`config.mk`:
```
export PLATFORM = sky130hd
export DESIGN_NAME = cnl_job_sequencer
export DESIGN_NICKNAME = d
export VERILOG_FILES = /design/src/rtl/cnl_job_seq_pkg.sv /design/src/rtl/cnl_watchdog_counter.sv /design/src/rtl/cnl_job_sequencer.sv
export SDC_FILE = /design/constraint.sdc
export NUM_CORES = 1
export LEC_CHECK = 0
export BUFFER_PORTS_ARGS = -buffer_cell sky130_fd_sc_hd__buf_2
export CORE_ASPECT_RATIO = 1.5
export CORE_MARGIN = 3
export CORE_UTILIZATION = 44
export CTS_BUF_LIST = sky130_fd_sc_hd__clkbuf_4 sky130_fd_sc_hd__clkbuf_8
export DETAILED_ROUTE_END_ITERATION = 16
export PLACE_DENSITY = 0.87
export REMOVE_ABC_BUFFERS = 1
export SETUP_SLACK_MARGIN = 0.1
export SYNTH_ARGS = -nofsm -noshare
export SYNTH_HDL_FRONTEND = slang
export SYNTH_SLANG_ARGS = --single-unit
```
`constraint.sdc`:
```
create_clock -name clk_if -period 2 [get_ports clk_if]
set_input_delay 0.2 -clock clk_if [delete_from_list [all_inputs] [get_ports clk_if]]
set_output_delay 0.2 -clock clk_if [all_outputs]
set_load 0.1 [all_outputs]
```
`src/rtl/cnl_job_seq_pkg.sv`:
```
// Shared types and defaults for the cnl job sequencer: FSM states,
// completion status codes and default parameter widths.
package cnl_job_seq_pkg;

    localparam int DEF_PARAM_WIDTH     = 128;
    localparam int DEF_TAG_WIDTH       = 8;
    localparam int DEF_TIMEOUT_CYCLES  = 4096;
    localparam int DEF_FETCH_CNT_WIDTH = 16;

    typedef enum logic [2:0] {
        IDLE,
        START,
        RUN,
        FACK,
        FETCH_WAIT,
        CACK,
        REPORT
    } seq_state_t;

    typedef logic [1:0] status_t;

    localparam status_t ST_OK        = 2'b00;
    localparam status_t ST_TIMEOUT   = 2'b01;
    localparam status_t ST_PROTO_ERR = 2'b10;

endpackage

```
`src/rtl/cnl_watchdog_counter.sv`:
```
// Watchdog: cleared by load, counts while enabled, flags expiry on the
// cycle the count reaches C_LIMIT-1. C_LIMIT of 0 never expires.
module cnl_watchdog_counter #(
    parameter int C_LIMIT = 4096
) (
    input  logic clk_if,
    input  logic rst,
    input  logic load,
    input  logic enable,
    output logic expire
);

    localparam int CW = (C_LIMIT > 1) ? $clog2(C_LIMIT) : 1;
    localparam logic [CW-1:0] LAST = (C_LIMIT > 0) ? CW'(C_LIMIT - 1) : '0;

    logic [CW-1:0] count;

    assign expire = (C_LIMIT != 0) && enable && (count == LAST);

    // NOTE: sequential state uses non-blocking (<=) so every register samples
    // pre-edge values; blocking here would create order-dependent races.
    always_ff @(posedge clk_if or negedge rst) begin
        if (!rst) begin
            count <= '0;
        end else if (load) begin
            count <= '0;
        end else if (enable && !expire) begin
            count <= count + CW'(1);
        end
    end

endmodule

```
`src/rtl/cnl_job_sequencer.sv`:
```
// Host-side initiator for the quad job interface: issues one job at a time,
// services fetch rounds, acknowledges completion and reports status to the host.
module cnl_job_sequencer
    import cnl_job_seq_pkg::*;
#(
    parameter int C_PARAM_WIDTH     = DEF_PARAM_WIDTH,
    parameter int C_TAG_WIDTH       = DEF_TAG_WIDTH,
    parameter int C_TIMEOUT_CYCLES  = DEF_TIMEOUT_CYCLES,
    parameter int C_FETCH_CNT_WIDTH = DEF_FETCH_CNT_WIDTH
) (
    input  logic                         clk_if,
    input  logic                         rst,
    input  logic                         cmd_valid,
    output logic                         cmd_ready,
    input  logic [C_PARAM_WIDTH-1:0]     cmd_params,
    input  logic [C_TAG_WIDTH-1:0]       cmd_tag,
    output logic                         job_start,
    input  logic                         job_accept,
    output logic [C_PARAM_WIDTH-1:0]     job_parameters,
    input  logic                         job_fetch_request,
    output logic                         job_fetch_ack,
    input  logic                         job_fetch_complete,
    input  logic                         job_complete,
    output logic                         job_complete_ack,
    output logic                         fetch_go,
    output logic                         done_valid,
    input  logic                         done_ready,
    output logic [C_TAG_WIDTH-1:0]       done_tag,
    output logic [1:0]                   done_status,
    output logic [C_FETCH_CNT_WIDTH-1:0] fetch_count,
    output logic                         busy
);

    seq_state_t                   state, next_state;
    status_t                      status_q, status_next;
    logic [C_PARAM_WIDTH-1:0]     params_q;
    logic [C_TAG_WIDTH-1:0]       tag_q;
    logic [C_FETCH_CNT_WIDTH-1:0] fcnt_q;
    logic                         accept_cmd;
    logic                         wd_load, wd_enable, wd_expire;

    assign accept_cmd = (state == IDLE) && cmd_valid;
    assign wd_enable  = (state == START) || (state == FETCH_WAIT);
    assign wd_load    = (next_state != state) &&
                        ((next_state == START) || (next_state == FETCH_WAIT));

    cnl_watchdog_counter #(
        .C_LIMIT (C_TIMEOUT_CYCLES)
    ) u_watchdog (
        .clk_if (clk_if),
        .rst    (rst),
        .load   (wd_load),
        .enable (wd_enable),
        .expire (wd_expire)
    );

    // NOTE: every variable written here gets a default first, so no path
    // through the case can leave one unassigned and infer a latch.
    always_comb begin
        next_state  = state;
        status_next = status_q;
        unique case (state)
            IDLE: begin
                if (cmd_valid) begin
                    next_state  = START;
                    status_next = ST_OK;
                end
            end
            START: begin
                if (job_accept) begin
                    next_state = RUN;
                end else if (wd_expire) begin
                    next_state  = REPORT;
                    status_next = ST_TIMEOUT;
                end
            end
            RUN: begin
                // Completion outranks a simultaneous fetch request, which is a protocol fault.
                if (job_complete) begin
                    next_state = CACK;
                    if (job_fetch_request) status_next = ST_PROTO_ERR;
                end else if (job_fetch_request) begin
                    next_state = FACK;
                end
            end
            FACK: next_state = FETCH_WAIT;
            FETCH_WAIT: begin
                if (job_complete) begin
                    next_state  = CACK;
                    status_next = ST_PROTO_ERR;
                end else if (job_fetch_complete) begin
                    next_state = RUN;
                end else if (wd_expire) begin
                    next_state  = REPORT;
                    status_next = ST_TIMEOUT;
                end
            end
            CACK: begin
                if (!job_complete) next_state = REPORT;
            end
            REPORT: begin
                if (done_ready) next_state = IDLE;
            end
            default: next_state = IDLE;
        endcase
    end

    always_ff @(posedge clk_if or negedge rst) begin
        if (!rst) begin
            state    <= IDLE;
            status_q <= ST_OK;
            params_q <= '0;
            tag_q    <= '0;
            fcnt_q   <= '0;
        end else begin
            state    <= next_state;
            status_q <= status_next;
            if (accept_cmd) begin
                params_q <= cmd_params;
                tag_q    <= cmd_tag;
                fcnt_q   <= '0;
            end else if ((state == FACK) && !(&fcnt_q)) begin
                fcnt_q <= fcnt_q + C_FETCH_CNT_WIDTH'(1);
            end
        end
    end

    // All handshake outputs are decoded from state so reset clears them at once.
    assign cmd_ready        = (state == IDLE);
    assign busy             = (state != IDLE);
    assign job_start        = (state == START);
    assign job_fetch_ack    = (state == FACK);
    assign fetch_go         = (state == FACK);
    assign job_complete_ack = (state == CACK);
    assign done_valid       = (state == REPORT);
    assign job_parameters   = params_q;
    assign done_tag         = tag_q;
    assign done_status      = status_q;
    assign fetch_count      = fcnt_q;

endmodule

```
==> metrics.txt, run 1 <==
Slew @ Worst Pin=0.574 ns; Final Hold Vio Count=0; mean routed wirelength per cell=around 17 um; synth top area cells=dfrtp_1, nand2_1, clkbuf_1; initial drt markers=455; Main synth FF type=dfrtp_1; # clock sinks=roughly 170; CP Launch Type=register; first-pass iteration count of the detailed router=5; post-DP HPWL=13700 um; asr flop ratio synth=1.00; CP max stage cell=or3b_4; largest net degree at the start of global routing=72; gpl congestion=just under 0.9; clk_skew=0.0275 ns; clk root buf=clkbuf_8; Finished Cell Area=about 0.011 mm^2; Slew HR=0.617; first-pass GRT wire length=37900 um; top cell type by total area after synthesis=dfrtp_1; run status=finished, final reports clean; Top delay family on crit path=simple AND/OR/NAND/NOR gates; GRT Total Usage=0.276; antenna diode count=0; fin crit share=0.962; number of I/O pins=305; Worst Setup Path Type=reg -> reg; Routed Antenna Nets=0; Port Buffer Count=304; RSZ-0062 raised after global routing=true; synth warn=0; Post-synth EDFFs=0; Syn Std Cell Area=approximately 0.0070 mm^2; layout cells sized above 1=0.308; CTS Buffer Depth=2; slowest stage delay, CP=0.40 ns; synth unique cells=50; Initial Util=0.450; CP dominant cell by count=or3b_4; Reg clk slew, reported paths=roughly 0.1 ns; CP max FO=3; Period minus WS final=1.92 ns; Total Nets Final=around 1.4k; Residual DRC=0; worst path cell trace=and4_4 > or3b_4 > or3b_4 > or4_1 > nand2_1; drt total wl=24200 um; critical path arrival=2.31 ns; max_cap viols=0; Die Width=109 um; setup violators final=0; Die Ht=161 um; initial antenna violation count=0; post-layout util=0.697; core area=~0.016 mm^2; Layout area overhead=54.9%; cell with the most instances after synthesis=nand2_1; Vias/cell=5.06; pins over their slew limit=0; row count=56; TritonCTS clock tree=done; Worst EP required=2.38 ns; hold crit path type=in -> reg; top cells by instance count after synthesis=nand2_1, dfrtp_1, clkbuf_1; syn avg cell area=8.89 um^2; die area=~0.018 mm^2; Synth Instances=roughly 790; CP Capture Type=register; Worst Path Buf+Inv=0; via count=7367; top cell type's share of synthesized area=0.602; Yosys reg bits=169; total CTS buffers=17; vias in the first global route=7696; Placement Cell Area=0.00896 mm^2; clk_lat worst skew=0.44 ns; total grt overflow=0; H-tree levels=4; Max Clk Rate=520 MHz; sequential area share after synthesis=0.602
==> path summary, 6_finish.rpt <==
path | slack [ns] | end | startpoint | cells after the start
max | 0.08 | fetch_count[15] | fetch_count[1] | 5
min | 0.15 | state[0] | job_accept | 3
max reg2reg | 0.08 | fetch_count[15] | fetch_count[1] | 5
min reg2reg | 0.47 | job_parameters[12] | job_parameters[12] | 2
max in group asynchronous | 0.99 | job_parameters[103] | rst | 3
min in group asynchronous | 0.30 | job_parameters[92] | rst | 2
==> worst reg2reg max path, delay by kind of cell, from the launching register on <==
family,cells,cell delay [ns]
DFF,1,0.37
and+or+nand+nor,5,1.52
==> cell families (layout without fill, tap and decap cells) <==
family          Yosys count  after routing  share of synthesized area
buf+inv                  48            509                     0.0274
fa+ha+maj                 2              2                    0.00356
xor+xnor                 17             17                     0.0212
mux                       9              9                     0.0128
flops                   169            169                      0.602
simple gates            504            504                      0.296
compound gates           42             42                     0.0376
==> repair_timing <==
action                                 in CTS  in global routing
endpoints found under the hold margin     187                  0
setup endpoints to repair                  15                 24
gates resized for setup                     6                 14
pin swaps                                   1                  3
cloned                                      0                  0
setup buffers                               4                  3
hold buffers                              137                  0
==> flip-flops by register name, indices dropped and copies added (netlist names) <==
name,cells
state,3
u_watchdog.count,12
done_status,2
job_parameters,128
done_tag,8
fetch_count,16
==> stage by stage <==
step	setup WS, ns	std cells	TNS (ns)	hold WS [ns]
global placement	0.0807	1281	0	0.208
detailed placement	0.0298	1281	0	0.218
global route	0.0327	1455	0	0.119
finish	0.0760	1455	0	0.150
CTS	0.0442	1452	0	0.105
floorplan	-5.07	749	-743.54	-0.0956
==> final cells by class <==
type / count / area (um^2)
fillers: 1027 / 4730
flip-flops and latches: 169 / 4230
repair buffers: 473 / 3280
multi-input cells: 574 / 2680
clock buffers: 21 / 270
well taps: 203 / 254
clock inverters: 9 / 164
inverters: 6 / 22.5
==> layout by cell type, fill, tap and decap left out, drive strengths merged, types with 3 or more instances in the layout <==
cell type and count:
nand2 426, buf 336, dfrtp 169, dlygate4sd3 137, clkbuf 21, nor2 19, a21oi 19, nand3 11
xor2 10, mux2i 9, inv 9, nand4 8, nor3 8, xnor2 7, o21ai 4, bufinv 4
and3 4, nand3b 4, nand2b 3, nor3b 3, o211ai 3, and4 3
==> routing by layer <==
layer	track usage	up-vias	routed length, um
met5	0	-	0
met4	0.171	0	1500
met3	0.0643	123	1510
met2	0.475	383	12700
met1	0.302	3460	8430
li1	-	3401	-
Power of run 1 is left out: the tool's default activity adds up to more than one toggle a clock period on the data nets, which glitch-free logic cannot reach.
==> inputs of run 2 (changes only) <==
- CORE_MARGIN: 3 -> 1
- RECOVER_POWER: unset -> 100
==> run 2 against run 1 <==
Non-clock buffer count increased by 2. Fmax decreased by 2.0%. Via count increased by 1.9%. Worst hold slack improved by 0.031 ns. Routed wire length about the same. Sequential share of layout area about the same. Count of clock-buffer cells in the layout decreased by 3. Register-to-register slack got worse by 0.04 ns.
==> metrics.txt, run 2 (same netlist as run 1, synthesis figures left out) <==
run status=finished, final reports clean; Die Width=around 110 um; Initial Util=0.450; Worst Setup Path Type=reg -> reg; fin crit share=0.981; largest net degree at the start of global routing=74; Port Buffer Count=a little over 300; max reg flops=128; initial drt markers=540; gpl congestion=about 0.86; Layout area overhead=55.1%; Routed Antenna Nets=0; TritonCTS clock tree=done; # clock sinks=169; Die Ht=157 um; clk root buf=clkbuf_8; Inst Count DP=1280; core area=0.0156 mm^2; CTS Buffer Depth=2; RSZ-0062 raised after global routing=true; GRT Total Usage=0.287; hold crit path type=in -> reg; first-pass iteration count of the detailed router=5; Max Clk Rate=510 MHz; CP Launch Type=register; Period minus WS final=1.96 ns; final cell count without fillers=1459; via count=7510; total grt overflow=0; first-pass GRT wire length=37000 um; Worst EP required=2.35 ns; Vias/cell=5.15; CP Capture Type=register; Total Nets Final=1389; drt total wl=24200 um; row count=56; Residual DRC=0; layout cells sized above 1=0.315; total negative setup slack=0 ns; Slew @ Worst Pin=about 1.2 ns; critical path arrival=2.31 ns; Reg clk slew, reported paths=0.09 ns; vias in the first global route=7741; clk_lat worst skew=0.45 ns; post-DP HPWL=roughly 14000 um; pins over their slew limit=0; clk_skew=around 0.025 ns; CP max FO=6; Final Hold Vio Count=0; most common cell after layout, fill and taps aside=nand2_1; mean routed wirelength per cell=16.6 um; setup violators final=0; total CTS buffers=17; initial antenna violation count=1; hold_ws=0.181 ns; max_cap viols=0; number of I/O pins=roughly 310; H-tree levels=4; die area=0.0165 mm^2; most frequent cells in the layout=nand2_1, dfrtp_1, clkbuf_2, buf_2, dlygate4sd3_1; Slew HR=0.178
## run 2: cell types whose count changed in the layout (fill, tap and decap cells not counted), sizes merged, moves of 2 or more
cell / previous run / this run
bufinv: 4 / 1
diode: 0 / 2
clkbuf: 21 / 176
clkinvlp: 0 / 6
buf: 336 / 180
## run 2: stage by stage
stage | worst slack, ns | instance area (um^2) | util
2_1_floorplan | -5.07 | 6860 | -
3_3_place_gp | 0.0592 | 8920 | 0.571
3_5_place_dp | 0.00356 | 8920 | 0.571
4_1_cts | 0.0499 | 10700 | 0.686
5_1_grt | -0.0744 | 10900 | 0.698
6_report | 0.0375 | 10900 | 0.698
## run 2: worst paths after layout
check / start / end / slack (ns) / cells past startpoint
setup / recovery: u_watchdog.count[1] / u_watchdog.count[7] / 0.04 / 8
hold / removal: job_complete / state[2] / 0.18 / 2
setup reg to reg: u_watchdog.count[1] / u_watchdog.count[7] / 0.04 / 8
hold reg to reg: job_parameters[6] / job_parameters[6] / 0.48 / 2
max in group asynchronous: rst / job_parameters[81] / 0.37 / 3
min in group asynchronous: rst / job_parameters[92] / 0.52 / 2
## run 2: final cells by class
class                      instances  area (um^2)
tap                              203          254
timing repair buffer             475         3290
antenna                            2         5.00
inverter                           6         22.5
multi-input combinational        574         2740
fill                            1050         4720
clock inverter                    12          119
clock buffer                      18          241
sequential                       169         4230
## run 2: critical path: stages, from the launching register on
cell and delay [ns]:
dfrtp_1 0.40, ha_1 0.20, and3_1 0.25, nand4_4 0.14, buf_6 0.15, o211ai_1 0.26, a31oi_2 0.09, buf_4 0.19
a21boi_1 0.20
## run 2: what timing repair did
item	CTS	global route
gates cloned	0	1
hold endpoints to repair	179	0
setup endpoints to repair	19	22
hold buffers	137	0
buffers inserted	3	6
pin swaps	2	4
gates resized for setup	11	36
## run 2: layer usage
layer	GRT usage	routed length (um)	part of all wire	vias to the layer above
met5	0	0	0	-
met4	0.188	1360	0.056	0
met3	0.0629	1310	0.054	119
met2	0.518	12900	0.54	367
met1	0.300	8550	0.35	3617
li1	-	-	-	3407
Power of run 2 is left out for the same reason.
